File: src/rtl/char_buf_16x16_writer.sv
// char_buf_16x16_writer
// Writable 16x16 character buffer for the text overlay. Character and control
// codes arrive over a valid/ready handshake and are stored at an auto-advancing
// cursor. The drawing pipeline reads cells through char_xy -> char_code.
//
// Ports:
//   clk        system clock, rising edge
//   rst_n      asynchronous active-low reset; restarts a full clear
//   wr_valid   write/command offered
//   wr_ready   high in IDLE; a transfer happens on wr_valid && wr_ready
//   wr_data    bit7=0: printable code [6:0]; 80 newline, 81 clear,
//              82 backspace, 83..ff ignored
//   cursor_xy  current write position {row, col}
//   busy       high while the buffer is being blanked
//   char_xy    read address {row, col}
//   char_code  registered read data (BLANK_CODE while blanking)
module char_buf_16x16_writer #(
  parameter logic [6:0] BLANK_CODE = 7'h20
) (
  input  logic       clk,
  input  logic       rst_n,
  input  logic       wr_valid,
  output logic       wr_ready,
  input  logic [7:0] wr_data,
  output logic [7:0] cursor_xy,
  output logic       busy,
  input  logic [7:0] char_xy,
  output logic [6:0] char_code
);

  typedef enum logic {
    IDLE  = 1'b0,
    CLEAR = 1'b1
  } state_t;

  localparam logic [7:0] CMD_NEWLINE   = 8'h80;
  localparam logic [7:0] CMD_CLEAR     = 8'h81;
  localparam logic [7:0] CMD_BACKSPACE = 8'h82;

  state_t     state;
  logic [7:0] clr_addr;
  logic [7:0] cursor;
  logic [6:0] mem [256];

  logic       accept;
  logic       mem_we;
  logic [7:0] mem_waddr;
  logic [6:0] mem_wdata;

  assign accept    = wr_valid && (state == IDLE);
  assign wr_ready  = (state == IDLE);
  assign busy      = (state == CLEAR);
  assign cursor_xy = cursor;

  // Single write port shared by the blanking sweep and accepted commands;
  // the two never coincide because commands are only taken in IDLE.
  always_comb begin
    mem_we    = 1'b0;
    mem_waddr = cursor;
    mem_wdata = wr_data[6:0];
    if (state == CLEAR) begin
      mem_we    = 1'b1;
      mem_waddr = clr_addr;
      mem_wdata = BLANK_CODE;
    end else if (accept) begin
      if (!wr_data[7]) begin
        mem_we = 1'b1;
      end else if (wr_data == CMD_BACKSPACE && cursor != 8'h00) begin
        mem_we    = 1'b1;
        mem_waddr = cursor - 8'd1;
        mem_wdata = BLANK_CODE;
      end
    end
  end

  // Storage is deliberately not reset; the post-reset sweep blanks it.
  always_ff @(posedge clk) begin
    if (mem_we) begin
      mem[mem_waddr] <= mem_wdata;
    end
  end

  always_ff @(posedge clk or negedge rst_n) begin
    if (!rst_n) begin
      state     <= CLEAR;
      clr_addr  <= '0;
      cursor    <= '0;
      char_code <= BLANK_CODE;
    end else begin
      // Non-blocking read sees the pre-edge contents on a same-address write.
      char_code <= (state == CLEAR) ? BLANK_CODE : mem[char_xy];
      case (state)
        CLEAR: begin
          clr_addr <= clr_addr + 8'd1;
          if (clr_addr == 8'hff) begin
            state <= IDLE;
          end
        end
        IDLE: begin
          if (accept) begin
            if (!wr_data[7]) begin
              cursor <= cursor + 8'd1;
            end else if (wr_data == CMD_NEWLINE) begin
              cursor <= {cursor[7:4] + 4'd1, 4'h0};
            end else if (wr_data == CMD_CLEAR) begin
              cursor   <= '0;
              clr_addr <= '0;
              state    <= CLEAR;
            end else if (wr_data == CMD_BACKSPACE) begin
              if (cursor != 8'h00) begin
                cursor <= cursor - 8'd1;
              end
            end
          end
        end
        default: state <= CLEAR;
      endcase
    end
  end

endmodule
File: config.mk
export PLATFORM = sky130hd
export DESIGN_NAME = char_buf_16x16_writer
export DESIGN_NICKNAME = d
export VERILOG_FILES = /design/src/rtl/char_buf_16x16_writer.sv
export SDC_FILE = /design/constraint.sdc
export NUM_CORES = 2
export LEC_CHECK = 0
export ABC_AREA = 1
export BUFFER_PORTS_ARGS = -buffer_cell sky130_fd_sc_hd__clkbuf_2
export CELL_PAD_IN_SITES_DETAIL_PLACEMENT = 1
export CELL_PAD_IN_SITES_GLOBAL_PLACEMENT = 2
export CORE_ASPECT_RATIO = 0.7
export CORE_MARGIN = 2
export CORE_UTILIZATION = 44
export CTS_CLUSTER_SIZE = 40
export DETAILED_ROUTE_END_ITERATION = 8
export PLACE_DENSITY_LB_ADDON = 0.1
export SLEW_MARGIN = 20
export SYNTH_ARGS = -nofsm -noshare
export SYNTH_HDL_FRONTEND = slang
export SYNTH_SLANG_ARGS = --single-unit
File: constraint.sdc
create_clock -name clk -period 9.4 [get_ports clk]
set_clock_uncertainty 0.05 [all_clocks]
set_input_delay 0.47 -clock clk [delete_from_list [all_inputs] [get_ports clk]]
set_output_delay 0.47 -clock clk [all_outputs]
set_load 0.05 [all_outputs]
; Word-level counts from Yosys, hierarchy flattened
; Memory sizes are Yosys's and may differ from the RTL's.
; Index checks and enable logic that the tools add are counted.
[classes]
reduce_logical = 5
add_sub_neg = 4
n_eq_ne = 10
n_bitwise = 1
mux = 31
[ops]
columns = operator, count
row1 = 8-bit 2-to-1 mux, 13
row2 = 7-bit 2-to-1 mux, 5
row3 = "8-bit equality test, second input constant", 4
row4 = "8-bit by 1-bit adder with 8-bit output, second input constant", 2
row5 = 8-bit case mux with 2 select lines, 1
row6 = 1-bit 2-to-1 mux, 11
row7 = "4-bit by 1-bit inequality test with 1-bit output, second input constant", 2
row8 = 4-bit AND reduction, 2
row9 = 8-bit nonzero test, 1
row10 = "8-bit by 1-bit subtractor with 8-bit output, second input constant", 1
row11 = "2-bit by 1-bit inequality test with 1-bit output, second input constant", 3
row12 = "4-bit by 1-bit adder with 4-bit output, second input constant", 1
row13 = 1-bit logical AND, 2
row14 = "2-bit inequality test, second input constant", 1
row15 = 1-bit case mux with 2 select lines, 1
row16 = 1-bit NOT, 1
[word_totals]
n_memories = 1
input_bits = 19
word_cells = 56
register_bits = 24
ramBits = 1792
out_inout_bits = 17
[mem_list]
columns = memory, words, word_bits, read_ports, rd_clocked_by_memory_dff, write_ports, line
row1 = mem, 256, 7, 1, 0, 1, 43  ; logic [6:0] mem [256];

; Logic depth before layout (Yosys ltp)
[logic_depth]
ltp_word = 8
depth_mapped = 17
mapped_depth_nobuf = 16

; Worst setup path after synthesis
; No wires, ideal clock.
[synth_path]
path_kind = reg2reg
startpoint = reg cursor[5], in the netlist cursor_xy[5]
endpoint = mem mem[0][1], data pin
n_path_buf = 0
synth_period_minus_slack_ns = 8.919
t_arrival_ns = 7.481
path_slack_ns = 0.481
t_required_ns = 7.962
stages_incl_launch_ff = 11
setup_ns = 1.388
cell_sequence = dfrtp_1 -> inv_1 -> ha_1 -> inv_1 -> nor3_1 -> nand3_1 -> nand2_2 -> nor2_4 -> inv_2 -> nand2_2 -> nor2_1
[synth_via]
elab_chain_cells = 6
[synth_lines]
columns = element, line
row1 = from (decl), 42  ; logic [7:0] cursor;
row2 = from (signal assigned), 102  ; cursor <= cursor + 8'd1;
row3 = from (signal assigned), 104  ; cursor <= {cursor[7:4] + 4'd1, 4'h0};
row4 = from (signal assigned), 111  ; cursor <= cursor - 8'd1;
row5 = 8-bit nonzero test, 68  ; end else if (wr_data == CMD_BACKSPACE && cursor != 8'h00) begin
row6 = 1-bit logical AND, 68
row7 = 7-bit 2-to-1 mux, 68
row8 = 7-bit 2-to-1 mux, 66  ; if (!wr_data[7]) begin
row9 = 7-bit 2-to-1 mux, 65  ; end else if (accept) begin
row10 = 7-bit 2-to-1 mux, 61  ; if (state == CLEAR) begin
row11 = named net mem_wdata[1], 48  ; logic [6:0] mem_wdata;
row12 = to (decl), 43
; The timed path passes the listed nets, and every way through them passes these cells.

; Final worst setup path
[layout_path]
startpoint = reg state, in the netlist busy
endpoint = mem mem[76][6] (enable)
[layout_via]
elab_chain_cells = 6
word_cells_on_any_way = 8
cone_classes = mux (6) / bitwise (1) / reduce/logical (1)
[layout_lines]
columns = element, line
row1 = from (decl), 40  ; state_t state;
row2 = from (signal assigned), 85  ; state <= CLEAR;
row3 = from (signal assigned), 96  ; state <= IDLE;
row4 = from (signal assigned), 108  ; state <= CLEAR;
row5 = 1-bit NOT (no line), -
row6 = 1-bit logical AND, 50  ; assign accept = wr_valid && (state == IDLE);
row7 = 1-bit 2-to-1 mux, 65
row8 = 1-bit 2-to-1 mux, 61
row9 = 1-bit 2-to-1 mux, 78  ; if (mem_we) begin
row10 = 1-bit 2-to-1 mux (not written as such), 79  ; mem[mem_waddr] <= mem_wdata;
; Parallel ways exist; a longest one is shown, timed or not.

==> metrics.txt <==
residual DRC count=0; crit-path cells=clkinv_1 > nand2_2 > inv_2 > a21oi_4 > inv_4 > nor2_8 > nand3_2 > nor2_1; count of different cell masters after synthesis=40; port bufs=35; post-synthesis xor/xnor area fraction=0.0588%; share of cells above drive strength 1=6.58%; Slew Viols, Final=0; status=completed; post-route ant nets=0; clk_lat worst skew=0.81 ns; die area=0.173 sq mm; final hold violation count=0; Hold Slack=0.0543 ns; largest family of logic cells by synthesized area=simple AND/OR/NAND/NOR gates; Slew headroom=21.3%; die width=496 um; arrival time worst endpoint=5.47 ns; worst slew pin tran=1.18 ns; Worst path max stage delay=1.05 ns; largest area contributor in the netlist=edfxtp_1; RSZ-0062 raised after global routing=no; ys flop type=edfxtp_1; top cells by area, synth=edfxtp_1, nand3_1, nand2_1; post-synthesis cell count=6447; synth warn=0; mux share of post-synthesis cell area=0%; Final setup viols=0; grt ovf=0; Fmax=197 MHz; pin count of the biggest net entering global routing=217; Worst-path clk slew=0.06 ns; Reg2Reg Setup Slack=4.32 ns; Placed Area=0.0766 sq mm; Buf/Inv on CP=3; Initial Utilization=44.2%; reg2reg end=mem[76][6]; CTS tree=done; crit start category=flop; Final Cell Area=0.0822 sq mm; combinational cell fraction of total power=10.5%; vias in the first global route=49600; slowest CP cell=dfstp_2; clock sinks=1816; H-tree depth=4; num ports=36; Hold Path End=char_code[5]; Synth Area in Compound Gates=0.583%; hpwl dp=135000 um; WL per Instance=27.2 um; Critical Path Fanout Max=24; Vias/cell=5.69; Layout area overhead=10.5%; async set or reset register ratio after synthesis=1.32%; Int Power=0.0133 W; Post-Synth Simple-Gate Area=23.6%; Power Density=219 mW/mm^2; DRT iter0 DRCs=5086; Synth top area share=72.3%; Synth Area per Inst=11.5 sq um; Sw Pwr=0.00473 W; DR vias=49400; syn_nets=6473; GRT Util Overall=27.4%; Post-synth EDFFs=1792; Worst Hold Launch=char_xy[7]; Seq pwr share=50.2%; Reg-to-Reg Start=busy; Core Rows=126; Worst EP required=9.79 ns; fin crit period=5.08 ns; Seq cells post-synth=1816; endpoint type of the worst setup path=flop; initial antenna violation count=19; core area=0.168 sq mm; post-synthesis adder-cell area fraction=0.118%; worst hold stages=3; die height=348 um; CTS Buffer Depth=3; fin nets=6327; R2R depth=8; Worst VDD drop=0.153 mV; Sw Share=26.2%; Post-CTS Setup Repair Bufs=0; TNS Setup=0 ns; Routed WL=236000 um; Tcrit/Tclk final=54.0%; clock share of power=39.3%; Leak=28.8 nW; Num CTS Buffers=180; CP top delay family=simple AND/OR/NAND/NOR gates; max-cap violations=0; critical path class=reg2reg; sequential share of the synthesized area=73.1%; routability cong.=0.805; clk root buf=clkbuf_16; Pre-antenna DRT Iters=5; mapped cell area=0.0745 sq mm; first-pass GRT wire length=347000 um; HP Class=in2reg
## placed cells by master, fill, tap and decap left out, types with 3 or more instances in the layout
master,Yosys,routed
inv_1,47,45
clkbuf_16,0,185
clkbuf_2,0,30
nor2_2,5,5
dfrtp_1,22,22
clkbuf_1,316,35
clkinv_2,0,41
o21ai_0,24,24
nand4_1,5,5
inv_6,0,4
nand3_2,14,18
a31oi_1,6,6
o22ai_1,5,5
clkinv_1,4,39
inv_8,0,3
buf_12,0,14
nor2_1,284,278
inv_2,6,7
nor3_1,5,5
o21ai_1,4,4
ha_1,7,7
a21oi_1,24,24
nand2_1,2023,2021
xor2_1,5,5
buf_4,1,54
nor2_4,5,11
nand3_1,1701,1697
nand2_2,9,10
edfxtp_1,1792,1792
buf_8,0,3
bufinv_16,0,14
clkinvlp_4,0,9
clkinv_4,0,3
## sequential cells by signal, summed over array words and instances (netlist names)
register / cells
busy: 1
clr_addr: 8
char_code: 7
cursor_xy: 8
mem: 1792
## power groups by stage
stage	logic, W	registers, W	clock network [W]
final	0.00188	0.00905	0.00709
after global routing	0.00201	0.00906	0.00750
after CTS	0.00188	0.00905	0.00720
after detailed placement	0.00188	0.00922	0
after global placement	0.00186	0.00922	0
after floorplan	0.00102	0.00923	0
## how the worst max path moves through the flow
| stage | cells after the start | slack [ns] | end | start |
|---|---|---|---|---|
| detailed placement | 8 | 4.36 | mem[220][2] | busy |
| global route | 6 | 4.13 | mem[97][4] | busy |
| global placement | 8 | 4.46 | mem[76][1] | busy |
| CTS | 8 | 4.34 | mem[252][6] | busy |
| finish | 8 | 4.32 | mem[76][6] | busy |
| floorplan | 10 | 0.48 | mem[0][1] | cursor_xy[5] |
## worst min-delay path, delay by kind of cell
kind / cells / cell delay, ns
buffers and inverters: 1 / 0.20
and+or+nand+nor: 2 / 0.22
## metal layers
metal / up-vias / GRT usage [%] / routed length (um)
li1: 22500 / - / -
met4: 2 / 6.26 / 4810
met5: - / 0 / 13
met2: 1524 / 39.9 / 101000
met3: 249 / 4.11 / 16000
met1: 25200 / 43.1 / 114000
## metrics by stage
stage          total power (W)  worst slack, ns  instances  utilization (%)
2_1_floorplan           0.0102            0.481       6447                -
3_3_place_gp            0.0111             4.46       8357             45.5
3_5_place_dp            0.0111             4.36       8357             45.5
4_1_cts                 0.0181             4.34       8688             48.8
5_1_grt                 0.0186             4.13       8689             48.8
6_report                0.0180             4.32       8690             48.8
## cells by family (layout without fill, tap and decap cells)
logic type | count (synthesis) | in the layout
and+or+nand+nor | 4055 | 4055
DFF | 1816 | 1816
buffers and inverters | 490 | 491
AOI/OAI and AO/OA | 74 | 74
adders and majority gates | 7 | 7
xor gates and xnor gates | 5 | 5
other | 0 | 2
## final cells by class
class	instances	area, sq um
tap	2240	2800
timing repair buffer	104	906
clock buffer	220	4760
clock inverter	109	897
multi-input combinational	4141	18200
fill	17600	86100
antenna	2	5.00
sequential	1816	54400
inverter	58	245
## Yosys cell counts (9+ instances only)
master and instances:
a21oi_1 24, nand2_1 2023, nand3_1 1701, inv_1 47, nand2_2 9, clkbuf_1 316, buf_2 49, dfrtp_1 22
nor2_1 284, nand3_2 14, o21ai_0 24, buf_1 66, edfxtp_1 1792
## timing repair
| action | 4_1_cts | 5_1_grt |
|---|---|---|
| hold endpoints to repair | 23 | 0 |
| resized for setup | 0 | 0 |
| hold buffers | 2 | 0 |
| endpoints found under the setup margin | 0 | 0 |
Note: power is estimated with default switching activity, not from simulation.
